$ cat src/rtl/btn_input_conditioner.sv
// btn_input_conditioner
// Synchronises and debounces the eight board push-buttons ({BTN_7, BTN}),
// emits clean levels, one-cycle press pulses and an encoded key event.
// Optional feature macro: AUTOREPEAT_EN. When defined, a held button also
// produces repeat pulses after REPEAT_DELAY cycles, then every REPEAT_PERIOD
// cycles.
// Key event handshake: key_valid is a one-cycle strobe with no ready; the
// consumer must take key_code/key_multi in the cycle key_valid is high.
// key_code holds its value between events; key_multi is only meaningful
// while key_valid is high.
module btn_input_conditioner #(
  parameter int DB_CNT        = 1_000_000,
  parameter int REPEAT_DELAY  = 25_000_000,
  parameter int REPEAT_PERIOD = 5_000_000
) (
  input  logic       clk,
  input  logic       rst_n,
  input  logic       BTN_7,
  input  logic [6:0] BTN,
  output logic [7:0] btn_level,
  output logic [7:0] btn_pulse,
  output logic       key_valid,
  output logic [2:0] key_code,
  output logic       key_multi
);

  localparam int DB_W = $clog2(DB_CNT);
  localparam logic [DB_W-1:0] DB_LAST = DB_W'(DB_CNT - 1);

  logic [7:0]      sync_q1;
  logic [7:0]      sync_q2;
  logic [DB_W-1:0] db_cnt [8];
  logic [7:0]      flip;
  logic [7:0]      rise;
  logic [7:0]      fall;
  logic [7:0]      rep_fire;
  logic [2:0]      low_idx;
  logic            multi_hit;

  // Two-stage synchroniser on the raw, asynchronous button pins.
  always_ff @(posedge clk) begin
    if (!rst_n) begin
      sync_q1 <= '0;
      sync_q2 <= '0;
    end else begin
      sync_q1 <= {BTN_7, BTN};
      sync_q2 <= sync_q1;
    end
  end

  // A bit flips when it has disagreed with its level for DB_CNT cycles.
  always_comb begin
    flip = '0;
    for (int i = 0; i < 8; i++) begin
      flip[i] = (sync_q2[i] != btn_level[i]) && (db_cnt[i] == DB_LAST);
    end
    rise = flip & sync_q2;
    fall = flip & ~sync_q2;
  end

  // Per-bit debounce counters, debounced levels and registered pulses.
  always_ff @(posedge clk) begin
    if (!rst_n) begin
      btn_level <= '0;
      btn_pulse <= '0;
      for (int i = 0; i < 8; i++) begin
        db_cnt[i] <= '0;
      end
    end else begin
      btn_pulse <= rise | rep_fire;
      for (int i = 0; i < 8; i++) begin
        if (sync_q2[i] != btn_level[i]) begin
          if (flip[i]) begin
            btn_level[i] <= sync_q2[i];
            db_cnt[i]    <= '0;
          end else begin
            db_cnt[i] <= db_cnt[i] + DB_W'(1);
          end
        end else begin
          db_cnt[i] <= '0;
        end
      end
    end
  end

`ifdef AUTOREPEAT_EN
  localparam int HOLD_MAX = (REPEAT_DELAY > REPEAT_PERIOD) ? REPEAT_DELAY : REPEAT_PERIOD;
  localparam int HOLD_W   = (HOLD_MAX > 2) ? $clog2(HOLD_MAX) : 1;
  localparam logic [HOLD_W-1:0] DELAY_LAST  = HOLD_W'(REPEAT_DELAY - 1);
  localparam logic [HOLD_W-1:0] PERIOD_LAST = HOLD_W'(REPEAT_PERIOD - 1);

  logic [HOLD_W-1:0] hold_cnt [8];
  logic [7:0]        rep_armed;

  // Repeat fires when the hold counter reaches the current interval; a bit
  // being released on this edge never repeats.
  always_comb begin
    rep_fire = '0;
    for (int i = 0; i < 8; i++) begin
      rep_fire[i] = btn_level[i] && !fall[i] &&
                    (hold_cnt[i] == (rep_armed[i] ? PERIOD_LAST : DELAY_LAST));
    end
  end

  // Hold counters run while the level is high; rep_armed selects the
  // first-delay versus steady-period interval.
  always_ff @(posedge clk) begin
    if (!rst_n) begin
      rep_armed <= '0;
      for (int i = 0; i < 8; i++) begin
        hold_cnt[i] <= '0;
      end
    end else begin
      for (int i = 0; i < 8; i++) begin
        if (!btn_level[i] || fall[i]) begin
          hold_cnt[i]  <= '0;
          rep_armed[i] <= 1'b0;
        end else if (rep_fire[i]) begin
          hold_cnt[i]  <= '0;
          rep_armed[i] <= 1'b1;
        end else begin
          hold_cnt[i] <= hold_cnt[i] + HOLD_W'(1);
        end
      end
    end
  end
`else
  // Single pulse per press; repeat parameters have no effect in this build.
  logic unused_repeat_cfg;
  assign unused_repeat_cfg = REPEAT_DELAY[0] ^ REPEAT_PERIOD[0];
  assign rep_fire = '0;
`endif

  // Lowest set pulse index and "more than one pulse" detection.
  always_comb begin
    low_idx = '0;
    for (int i = 7; i >= 0; i--) begin
      if (btn_pulse[i]) begin
        low_idx = 3'(i);
      end
    end
    multi_hit = (btn_pulse & (btn_pulse - 8'd1)) != 8'd0;
  end

  // Registered key encoder, one edge behind btn_pulse.
  always_ff @(posedge clk) begin
    if (!rst_n) begin
      key_valid <= 1'b0;
      key_code  <= '0;
      key_multi <= 1'b0;
    end else begin
      key_valid <= |btn_pulse;
      key_multi <= multi_hit;
      if (|btn_pulse) begin
        key_code <= low_idx;
      end
    end
  end

endmodule

$ cat config.mk
export PLATFORM = sky130hd
export DESIGN_NAME = btn_input_conditioner
export DESIGN_NICKNAME = d
export VERILOG_FILES = /design/src/rtl/btn_input_conditioner.sv
export SDC_FILE = /design/constraint.sdc
export NUM_CORES = 1
export LEC_CHECK = 0
export BUFFER_PORTS_ARGS = -buffer_cell sky130_fd_sc_hd__buf_4
export CAP_MARGIN = 10
export CORE_MARGIN = 5
export CORE_UTILIZATION = 40
export DETAILED_ROUTE_END_ITERATION = 7
export PLACE_DENSITY = 0.57
export SLEW_MARGIN = 20
export SYNTH_ARGS = -nofsm -noshare
export SYNTH_HDL_FRONTEND = slang
export SYNTH_SLANG_ARGS = --single-unit
$ cat constraint.sdc
create_clock -name clk -period 3.6 [get_ports clk]
set_input_delay 0.54 -clock clk [delete_from_list [all_inputs] [get_ports clk]]
set_output_delay 0.54 -clock clk [all_outputs]
set_load 0.05 [all_outputs]
## Word-level counts from Yosys, hierarchy flattened

Memories as Yosys holds them, arrays and structs flattened.
Index checks and enable logic that the tools add are counted.

| operators by class | value |
|---|---|
| add/subtract/negate cells | 9 |
| eq/ne operators | 16 |
| mux-type cells | 121 |
| bitwise operators | 26 |
| reduce and logical (&&, ||, !) cells | 18 |

Operator list:

| cell | number |
|---|---|
| $mux W20 | 24 |
| $add A20 B1 Y20 const B | 8 |
| $eq A20 B20 Y1 const B | 8 |
| $mux W1 | 89 |
| $mux W3 | 8 |
| $or A1 B1 Y1 | 24 |
| $and A8 B8 Y8 | 2 |
| $reduce_and A2 Y1 | 8 |
| $logic_and A1 B1 Y1 | 8 |
| $ne A1 B1 Y1 | 8 |
| $reduce_bool A8 Y1 | 1 |
| $reduce_or A8 Y1 | 1 |
| $sub A8 B1 Y8 const B | 1 |

| word-level totals | value |
|---|---|
| register bits | 37 |
| RAM bits | 160 |
| bits of input ports | 10 |
| output and inout bits | 21 |
| memories | 1 |

Memory list:

| name | depth | width | read ports | clocked after memory_dff | write ports | RTL line | RTL |
|---|---|---|---|---|---|---|---|
| db_cnt | 8 | 20 | 8 | 0 | 8 | 32 | `logic [DB_W-1:0] db_cnt [8];` |

## Logic depth before layout (Yosys ltp)

Gate-level depths: netlist of run 1.
An unclocked memory read counts as a cell.

| logic depth | value |
|---|---|
| word-level depth | 10 |
| gate-level depth with buffers | 8 |

## Least setup slack after synthesis of run 1

No wires, ideal clock.

| path | value |
|---|---|
| path kind | flip-flop to flip-flop |
| start | mem db_cnt[0][40] in the netlist's numbering |
| end | mem db_cnt[0][51] in the netlist's numbering (data pin) |
| setup time | 0.257 ns |
| arrival time | 1.543 ns |
| required time | 3.343 ns |
| setup slack | 1.800 ns |
| stages on the path, launching flop included | 8 |
| period minus slack after synthesis | 1.800 ns |
| path through | edfxtp_1 > ha_1 > and3_1 > nand2_1 > nor4_2 > nand3b_1 > buf_2 > nor2_1 |

RTL lines:

| item | RTL line |
|---|---|
| start: declaration | 32 |

==> results of run 1 <==
kinds of logic (layout without fill, tap and decap cells):
logic type / after synthesis / count (layout) / synth area share, %
simple gates: 504 / 504 / 25.6
fa+ha+maj: 9 / 9 / 1.12
buf+inv: 39 / 79 / 1.78
other cells: 1 / 160 / 0.0381
xor+xnor: 152 / 152 / 13.5
flops: 197 / 197 / 56.4
mux: 8 / 8 / 0.814
compound gates: 11 / 11 / 0.750
cell usage in the layout, fill, tap and decap left out, types with 2 or more instances in the layout:
| cell type | count |
|---|---|
| sky130_fd_sc_hd__dfxtp_1 | 37 |
| sky130_fd_sc_hd__conb_1 | 160 |
| sky130_fd_sc_hd__nand3_1 | 72 |
| sky130_fd_sc_hd__nor2_1 | 198 |
| sky130_fd_sc_hd__nand3b_1 | 9 |
| sky130_fd_sc_hd__a211oi_1 | 2 |
| sky130_fd_sc_hd__or3_1 | 2 |
| sky130_fd_sc_hd__buf_4 | 31 |
| sky130_fd_sc_hd__nand4_2 | 2 |
| sky130_fd_sc_hd__mux2i_1 | 8 |
| sky130_fd_sc_hd__xor2_1 | 91 |
| sky130_fd_sc_hd__inv_6 | 5 |
| sky130_fd_sc_hd__and4_1 | 10 |
| sky130_fd_sc_hd__edfxtp_1 | 160 |
| sky130_fd_sc_hd__and2_1 | 26 |
| sky130_fd_sc_hd__inv_8 | 2 |
| sky130_fd_sc_hd__and3_1 | 19 |
| sky130_fd_sc_hd__clkinvlp_4 | 3 |
| sky130_fd_sc_hd__clkbuf_16 | 17 |
| sky130_fd_sc_hd__nand2_1 | 62 |
| sky130_fd_sc_hd__nor4b_1 | 9 |
| sky130_fd_sc_hd__nor2b_1 | 10 |
| sky130_fd_sc_hd__ha_1 | 8 |
| sky130_fd_sc_hd__inv_1 | 16 |
| sky130_fd_sc_hd__nor4_2 | 5 |
| sky130_fd_sc_hd__nor3_2 | 2 |
| sky130_fd_sc_hd__o22ai_1 | 2 |
| sky130_fd_sc_hd__nand4_1 | 29 |
| sky130_fd_sc_hd__a21oi_1 | 3 |
| sky130_fd_sc_hd__bufinv_16 | 2 |
| sky130_fd_sc_hd__xnor2_1 | 61 |
| sky130_fd_sc_hd__nor4_1 | 17 |
| sky130_fd_sc_hd__nor3_1 | 23 |
| sky130_fd_sc_hd__nor3b_1 | 2 |
cell usage after synthesis, drive strengths merged:
| cell | number | share of area [%] |
|---|---|---|
| nand2b | 1 | 0.064 |
| maj3 | 1 | 0.10 |
| mux2i | 8 | 0.81 |
| a2111oi | 1 | 0.089 |
| inv | 16 | 0.61 |
| nor2 | 199 | 7.6 |
| edfxtp | 160 | 49 |
| a21oi | 3 | 0.15 |
| nor4bb | 1 | 0.10 |
| or3 | 2 | 0.13 |
| nand3 | 72 | 3.7 |
| or4 | 1 | 0.11 |
| o211ai | 1 | 0.076 |
| and2 | 26 | 1.7 |
| o31ai | 1 | 0.076 |
| clkbuf | 7 | 0.27 |
| conb | 1 | 0.038 |
| buf | 16 | 0.90 |
| xnor2 | 61 | 5.4 |
| dfxtp | 37 | 7.5 |
| nand3b | 9 | 0.69 |
| xor2 | 91 | 8.1 |
| and3 | 19 | 1.2 |
| and4 | 10 | 0.89 |
| nor4b | 10 | 0.95 |
| nor3 | 25 | 1.4 |
| o21bai | 1 | 0.076 |
| or2 | 1 | 0.064 |
| nor4 | 22 | 1.7 |
| nor2b | 10 | 0.64 |
| nand4 | 31 | 2.1 |
| a211oi | 2 | 0.15 |
| ha | 8 | 1.0 |
| o22ai | 2 | 0.13 |
| nor3b | 2 | 0.15 |
| nand2 | 62 | 2.4 |
| and4b | 1 | 0.10 |
final cells by class:
type,instances,area [um^2],share of cell area (%)
Sequential cell,197,5550,48.0
Multi-Input combinational cell,844,4710,40.8
Clock buffer,18,439,3.80
Tap cell,324,405,3.51
Timing Repair Buffer,31,233,2.01
Clock inverter,14,163,1.41
Inverter,16,60.1,0.520
path summary, 6_finish.rpt:
check	startpoint	endpoint	slack, ps
min	BTN[1]	sync_q1[1]	320
max	db_cnt[0][60]	db_cnt[0][70]	1230
max reg2reg	db_cnt[0][60]	db_cnt[0][70]	1230
min reg2reg	sync_q1[3]	sync_q2[3]	430
flip-flops by register name, summed over array words and instances (netlist names):
signal / cells
key_valid: 1
sync_q2: 8
db_cnt: 160
key_code: 3
btn_level: 8
btn_pulse: 8
sync_q1: 8
key_multi: 1
layer usage:
layer / GRT usage [%] / up-vias / share of wire [%] / routed length [um]
li1: - / 3449 / - / -
met1: 17.6 / 3054 / 50 / 8520
met2: 21.4 / 48 / 46 / 7830
met3: 2.37 / 16 / 2.0 / 336
met4: 3.63 / 0 / 1.1 / 194
met5: 0 / - / 0 / 0
per-stage QoR:
step | instance area, um^2 | utilization [%]
2_1_floorplan | 10400 | -
4_1_cts | 11600 | 47.7
3_5_place_dp | 11000 | 45.2
3_3_place_gp | 11000 | 45.2
5_1_grt | 11600 | 47.7
6_report | 11600 | 47.7
report_power, final:
group          leakage, uW  total [uW]  switching [uW]  internal [uW]
clock             0.000288        1940             880           1060
sequential         0.00195        2630            86.1           2550
combinational      0.00187         170            98.5           71.8
total              0.00411        4750            1060           3680
==> results.yml, run 1 <==
clock_tree:
  inserted_clock_buffers: 17
  cts.root.buffer_cell: "sky130_fd_sc_hd__clkbuf_16"
  setup_fix_buffers_added_after_clock_tree_synthesis: 0
  clock_latency_ps: 430
  cts_tree: "done"
  post_cts_resize_count: 0
  htreeDepth: 4
  clk_path_buf_depth: 2
  hold_buffers: 0
  clk_transition_reported_paths_ps: 70
  tritoncts_num_sinks: 197
hold_path:
  holdCritPathClass: "in -> reg"
  worstHoldPathCells: 2
synthesis:
  seq_area_frac_synth_pct: 56.4
  cells_after_synth: 921
  postSynthAreaPerCell_um2: 10.7
  synth_warnings: 0
  synth.cell_area_mm2: 0.00984
  synth_seq_cells: 197
  netlist-cell-type-count: 44
detailed_routing:
  first_pass_iters: 4
  vias: 6567
  drc_errors: 0
  routedWlPerCell_um: 11.7
  drtIter0Drc: 265
  vias_per_cell: 4.55
  wire_length_after_detailed_routing_um: 16900
  ant_nets: 0
cells_and_area:
  n_antenna_cell: 0
  area_delta_synth_final_pct: 17.5
  final_nets: 1125
  filler_cell_count: 2291
  final_cell_count_no_fill: 1444
  final_layout_size_suffix_gt1_share_pct: 6.70
timing:
  achievable-frequency_mhz: 422
  hold_viol: 0
  grt_setup_unrepaired: "false"
  post-route-worst-setup-slack_ps: 1230
  drv_slew: 0
  tightest_slew_ps: 818
  finalSetupViolations: 0
  period_needed_ps: 2370
  fin_hold_ws_ps: 317
  timing.clock.skew_ps: 12.0
  layout_worst_path_cycle_share_pct: 65.9
  tns_ps: 0
  timing.slew.headroom_pct: 45.3
placement:
  post-place-ws_ps: 1200
  portBuffers: 30
  gp_congestion: 0.778
  post-dp-hpwl_um: 12100
  place_inst: 1412
worst_setup_path:
  path_depth: 6
  crit_path_top_delay_cell: "sky130_fd_sc_hd__nand3_1"
  critPathCaptureType: "flop"
  cp_top_family: "simple AND/OR/NAND/NOR gates"
  worst_path_bufs_invs: 0
  top_fanout_value_on_the_critical_path: 20
  worst_r2r_path_depth: 6
  critical_path.cell_chain: "ha_1 -> nand3_1 -> nor2_1 -> nand4_1 -> nand3_1 -> nor2_1"
  slowest_delay_ps: 580
  worst-endpoint-required_ps: 3740
  worstSetupPathType: "reg -> reg"
  cp-start-kind: "flop"
  worst_ep_arrival_time_ps: 2510
floorplanning:
  die_h_um: 167
  rows: 57
  die-area_mm2: 0.0278
  chipWidth_um: 167
  num_io_pins: 31
  core_region_area_mm2: 0.0242
  floorplan.initialDensity_pct: 40.6
power:
  p_leak_uw: 0.00411
  irDropWorstVdd_v: 0.000302
  fin_total_pwr_uw: 4750
  power_density_mw_per_mm2: 411
grt:
  groute.usage.overall_pct: 13.0
  grt_overflow: 0
  grt_antenna_before_repair: 0
  grt_pass1_wl_um: 30400
  first_global_vias: 6576
  grt_start_max_net_pins: 47
status:
  status: "finished clean"
job:
  maxCapViolations: 0
Power figures use the tool's default switching activity.
==> inputs of run 2 (changes only) <==
Settings changed: ABC_AREA set to 1.
Clock period 3.6 ns to 2.2 ns, I/O delays scaled along.
==> run 2 against run 1 <==
- first-iteration DRC count rose by 140%
- non-clock buffer count rose by 10
- sequential power rose by 65%
- sequential cell count did not move
- worst setup slack got worse by 840 ps
- synthesized cell count rose by 59%
- count of clock-buffer cells in the layout rose by 1
- core utilization fell by 1.1 points
- area after synthesis rose by 17%
- cell area rose by 15%
- cell count rose by 43%
- critical endpoint is now db_cnt[1][27]
==> results.yml, run 2 <==
synthesis:
  cell_type_contributing_the_most_total_cell_area_after_synthesis: "sky130_fd_sc_hd__edfxtp_1"
  ys_dominant_reg_cell: "sky130_fd_sc_hd__edfxtp_1"
  cells_after_synth: 1466
  synth.cell_area_mm2: 0.0115
  postSynthAreaPerCell_um2: 7.84
  synth_seq_cells: 197
  synth.area.top_cells: "sky130_fd_sc_hd__edfxtp_1 (42%), sky130_fd_sc_hd__nand2_1 (12%), sky130_fd_sc_hd__nor2_1 (11%), sky130_fd_sc_hd__dfxtp_1 (6.4%), sky130_fd_sc_hd__inv_1 (4.6%)"
  netlist-cell-type-count: 36
  netlist.area_leader.share_pct: 41.8
  most_instantiated_library_cell_after_synthesis: "sky130_fd_sc_hd__nand2_1"
  async_s_r_ff_share_synth_pct: 0
  synth_warnings: 0
  number_of_synthesized_flops_with_an_enable_pin: 160
  netlist_top_cells_count: "sky130_fd_sc_hd__nand2_1 (367), sky130_fd_sc_hd__nor2_1 (336), sky130_fd_sc_hd__edfxtp_1 (160)"
  seq_area_frac_synth_pct: 48.3
cells_and_area:
  max_flop_register: "db_cnt"
  filler_cell_count: 2898
  area_delta_synth_final_pct: 15.7
  area_of_the_multi_input_gates_mm2: 0.00589
  layout_common_cells: "sky130_fd_sc_hd__nand2_1 (367), sky130_fd_sc_hd__nor2_1 (336), sky130_fd_sc_hd__edfxtp_1 (160), sky130_fd_sc_hd__conb_1 (160), sky130_fd_sc_hd__inv_1 (141)"
  mostFrequentLayoutCell: "sky130_fd_sc_hd__nand2_1"
  largest_reg_flops: 160
  final-seq-area_mm2: 0.00555
  final_nets: 1683
  finalCoreUtilization_pct: 46.6
  final_design_area_excluding_fillers_mm2: 0.0133
  n_antenna_cell: 0
  final_layout_size_suffix_gt1_share_pct: 7.09
clock_tree:
  clk_transition_reported_paths_ps: 70
  setup_fix_buffers_added_after_clock_tree_synthesis: 0
  cts.root.buffer_cell: "sky130_fd_sc_hd__clkbuf_16"
  clock_latency_ps: 430
  hold_buffers: 0
  clk_path_buf_depth: 2
  htreeDepth: 4
  cts_tree: "done"
  tritoncts_num_sinks: 197
  post_cts_resize_count: 0
  inserted_clock_buffers: 17
power:
  fin_total_pwr_uw: 7610
  irDropWorstVdd_v: 0.000513
  p_leak_uw: 0.00522
  power_density_mw_per_mm2: 573
hold_path:
  holdCritPathClass: "in -> reg"
grt:
  groute.usage.overall_pct: 15.0
  grt_overflow: 0
  first_global_vias: 9019
  grt_start_max_net_pins: 34
  grt_pass1_wl_um: 41300
  grt_antenna_before_repair: 0
floorplanning:
  floorplan.initialDensity_pct: 40.2
  die-area_mm2: 0.0322
  die_h_um: 179
  rows: 62
  core_region_area_mm2: 0.0285
  chipWidth_um: 179
  num_io_pins: 31
timing:
  tns_ps: 0
  achievable-frequency_mhz: 552
  layout_worst_path_cycle_share_pct: 82.4
  drv_slew: 0
  hold_viol: 0
  timing.clock.skew_ps: 13.7
  grt_setup_unrepaired: "false"
  period_needed_ps: 1810
  finalSetupViolations: 0
worst_setup_path:
  cp-start-kind: "flop"
  top_fanout_value_on_the_critical_path: 20
  critPathCaptureType: "flop"
  worst-endpoint-required_ps: 2370
  worst_ep_arrival_time_ps: 1990
  worstSetupPathType: "reg -> reg"
placement:
  postPlaceCellArea_mm2: 0.0128
  gp_congestion: 0.890
  portBuffers: 30
  post-dp-hpwl_um: 18100
status:
  status: "finished clean"
detailed_routing:
  vias_per_cell: 4.53
  routedWlPerCell_um: 11.5
  drtIter0Drc: 627
  vias: 9350
  first_pass_iters: 6
  drc_errors: 0
  ant_nets: 0
  wire_length_after_detailed_routing_um: 23700
job:
  maxCapViolations: 0
## run 2: changes by cell type after synthesis, sizes merged, moves of 32 or more
cell   previous run  this run
nand3            72       113
inv              16       143
xnor2            61        29
xor2             91        54
nand2            62       370
nor2            199       359
a21oi             3        62
## run 2: critical path: stages, from the launching register on
cell                       delay [ps]
sky130_fd_sc_hd__edfxtp_1         430
sky130_fd_sc_hd__ha_1             320
sky130_fd_sc_hd__nand3_2          180
sky130_fd_sc_hd__nor2_1           140
sky130_fd_sc_hd__nand3_1           80
sky130_fd_sc_hd__nand3_1           80
sky130_fd_sc_hd__buf_4            250
sky130_fd_sc_hd__a21oi_1           70
## run 2: metal layers
layer | global-route usage [%] | vias to the layer above | part of all wire [%]
met5 | 0 | - | 0
met4 | 3.44 | 0 | 0.70
met3 | 2.49 | 10 | 2.4
met2 | 25.5 | 101 | 46
met1 | 20.1 | 4263 | 51
li1 | - | 4976 | -
## run 2: final cells by class
class	count	share of cell area (%)
Multi-Input combinational cell	1265	44.3
Tap cell	384	3.61
Clock inverter	13	0.753
Timing Repair Buffer	41	2.32
Clock buffer	19	3.26
Sequential cell	197	41.7
Inverter	143	4.04
## run 2: stage by stage
stage / worst slack [ps] / instances / hold slack [ps]
after detailed placement: 387 / 2030 / 395
after global routing: 193 / 2062 / 57.4
final: 388 / 2062 / 79.1
after CTS: 371 / 2062 / 52.7
after global placement: 432 / 2030 / 395
after floorplan: 645 / 1625 / 390
## run 2: cells by family (layout without fill, tap and decap cells)
group / Yosys count / after routing / share of synthesized area [%]
flip-flops: 197 / 197 / 48.3
AND/OR/NAND/NOR: 933 / 933 / 35.3
AO/OA/AOI/OAI: 81 / 81 / 3.60
XOR/XNOR: 83 / 83 / 6.33
buffers and inverters: 163 / 216 / 5.65
adder cells (fa/ha/maj): 8 / 8 / 0.871
other: 1 / 160 / 0.0326
## run 2: path summary, 6_finish.rpt
| path | startpoint | endpoint | slack [ps] | cells after the start |
|---|---|---|---|---|
| min reg2reg | sync_q1[6] | sync_q2[6] | 410 | 2 |
| max | db_cnt[1][20] | db_cnt[1][27] | 390 | 7 |
| max reg2reg | db_cnt[1][20] | db_cnt[1][27] | 390 | 7 |
| min | BTN[5] | sync_q1[5] | 80 | 3 |
## run 2: power breakdown
part / internal, uW / total (uW) / switching [uW] / leakage (uW)
clock: 1460 / 2900 / 1430 / 0.000249
sequential: 4170 / 4330 / 163 / 0.00195
combinational: 132 / 384 / 252 / 0.00302
==> inputs of run 3 (changes only) <==
Settings changed: PLACE_DENSITY 0.57 to 0.59.
Clock period 2.2 ns to 1.45 ns, I/O delays scaled along.
==> run 3 against run 2 <==
- the flow now finishes with violations (setup timing)
- critical path depth unchanged
- worst setup slack lost 570 ps
- sequential power increased by 51%
- non-clock buffer count grew 273
- critical endpoint is now db_cnt[1][66]
- largest cell class unchanged
- highest routed layer unchanged
==> results.yml, run 3 (same netlist as run 2, synthesis figures left out) <==
power:
  clockPowerShare_pct: 38.8
  power.switching_fraction_pct: 24.2
  irDropWorstVdd_v: 0.000760
  pwr-share-comb_pct: 9.9
  sequentialPowerShare_pct: 51.2
  power_density_mw_per_mm2: 731
  p_leak_uw: 0.00691
  power.net_switching_uw: 3080
  internal-power_uw: 9640
worst_setup_path:
  worst_ep_arrival_time_ps: 1800
  worst_r2r_path_depth: 7
  worstSetupPathType: "reg -> reg"
  critPathCaptureType: "flop"
  worst-endpoint-required_ps: 1620
  top_fanout_value_on_the_critical_path: 5
  cp-start-kind: "flop"
timing:
  layout_worst_path_cycle_share_pct: 112
  period_needed_ps: 1630
  post-route-worst-setup-slack_ps: -179
  achievable-frequency_mhz: 614
  grt_setup_unrepaired: "true"
  finalSetupViolations: 162
  hold_viol: 0
  drv_slew: 0
  timing.clock.skew_ps: 17.0
  fin_hold_ws_ps: 209
cells_and_area:
  final_nets: 1956
  layout_common_cells: "sky130_fd_sc_hd__nand2_1 (334), sky130_fd_sc_hd__buf_4 (270), sky130_fd_sc_hd__nor2_1 (187), sky130_fd_sc_hd__edfxtp_1 (160), sky130_fd_sc_hd__conb_1 (160)"
  mostFrequentLayoutCell: "sky130_fd_sc_hd__nand2_1"
  final_design_area_excluding_fillers_mm2: 0.0174
  largest_reg_flops: 160
  final_layout_size_suffix_gt1_share_pct: 35.7
  max_flop_register: "db_cnt"
  filler_cell_count: 2529
  n_antenna_cell: 0
  area_delta_synth_final_pct: 51.5
clock_tree:
  clock_latency_ps: 430
  clk_transition_reported_paths_ps: 70
  clk_path_buf_depth: 2
  tritoncts_num_sinks: 197
  htreeDepth: 4
  cts_tree: "done"
  cts.root.buffer_cell: "sky130_fd_sc_hd__clkbuf_16"
  inserted_clock_buffers: 17
detailed_routing:
  vias_per_cell: 4.60
  routedWlPerCell_um: 12.5
  first_pass_iters: 5
  ant_nets: 0
  drtIter0Drc: 657
  drc_errors: 0
  wire_length_after_detailed_routing_um: 29200
  vias: 10750
placement:
  postPlaceCellArea_mm2: 0.0146
  gp_congestion: 0.890
  post-dp-hpwl_um: 20200
  portBuffers: 30
status:
  violations: "setup timing"
  status: "complete, but fails checks"
floorplanning:
  num_io_pins: 31
  die_h_um: 179
  floorplan.initialDensity_pct: 40.2
  die-area_mm2: 0.0322
  rows: 62
  core_region_area_mm2: 0.0285
  chipWidth_um: 179
hold_path:
  worstHoldPathCells: 3
  holdCritPathClass: "in -> reg"
grt:
  grt_start_max_net_pins: 21
  grt_antenna_before_repair: 0
  first_global_vias: 10081
  groute.usage.overall_pct: 16.5
  grt_pass1_wl_um: 45500
  grt_overflow: 0
job:
  maxCapViolations: 0
==> run 3: area by class of cell <==
cell class | count | area [um^2] | share of cell area, %
repair buffers | 314 | 2780 | 16.0
inverters | 143 | 539 | 3.10
clock buffers | 19 | 433 | 2.49
multi-input cells | 1265 | 7460 | 42.8
flip-flops and latches | 197 | 5550 | 31.9
clock inverters | 13 | 168 | 0.963
well taps | 384 | 480 | 2.76
==> run 3: what timing repair did <==
| item | 4_1_cts | 5_1_grt |
|---|---|---|
| cloned | 1 | 13 |
| resized for setup | 91 | 294 |
| buffers inserted | 17 | 32 |
| setup endpoints to repair | 152 | 167 |
| endpoints found under the hold margin | 8 | 0 |
| pin swaps | 29 | 72 |
| hold buffers | 8 | 0 |
==> run 3: per-stage QoR <==
step                instances  power, uW  TNS [ps]  worst slack (ps)  utilization (%)
global route             2335      13300    -22650              -226             61.0
finish                   2335      12700     -9390              -179             61.0
global placement         2232       7540     -4370             -89.7             51.2
floorplan                1625       7120     -1260             -37.8                -
detailed placement       2232       7560     -7930              -112             51.2
CTS                      2290      12600     -1980             -55.9             55.2
==> run 3: worst paths after layout <==
kind,start,to,slack (ps)
hold reg to reg,sync_q1[7],sync_q2[7],410
setup reg to reg,db_cnt[1][67],db_cnt[1][66],-180
hold / removal,rst_n,sync_q1[0],210
setup / recovery,db_cnt[1][67],db_cnt[1][66],-180
==> run 3: layer usage <==
layer | global-route usage (%) | vias up | part of all wire [%]
met5 | 0 | - | 0
met4 | 3.47 | 0 | 0.99
met3 | 2.34 | 25 | 2.8
met2 | 28.5 | 191 | 50
met1 | 22.3 | 5012 | 46
li1 | - | 5522 | -
==> run 3: power by group through the flow <==
stage               clock, uW  sequential, uW  combinational, uW
floorplan                   0            6630                496
global placement            0            6620                919
detailed placement          0            6630                925
CTS                      5090            6510               1000
global route             5330            6540               1400
finish                   4940            6520               1270
==> run 3: critical path, stage by stage (launching register included) <==
cell	delay, ps
sky130_fd_sc_hd__edfxtp_1	470
sky130_fd_sc_hd__nor2_1	180
sky130_fd_sc_hd__nand2_1	80
sky130_fd_sc_hd__nor2_1	160
sky130_fd_sc_hd__nand3_2	110
sky130_fd_sc_hd__nand3_4	150
sky130_fd_sc_hd__clkbuf_16	190
sky130_fd_sc_hd__nor2_2	40
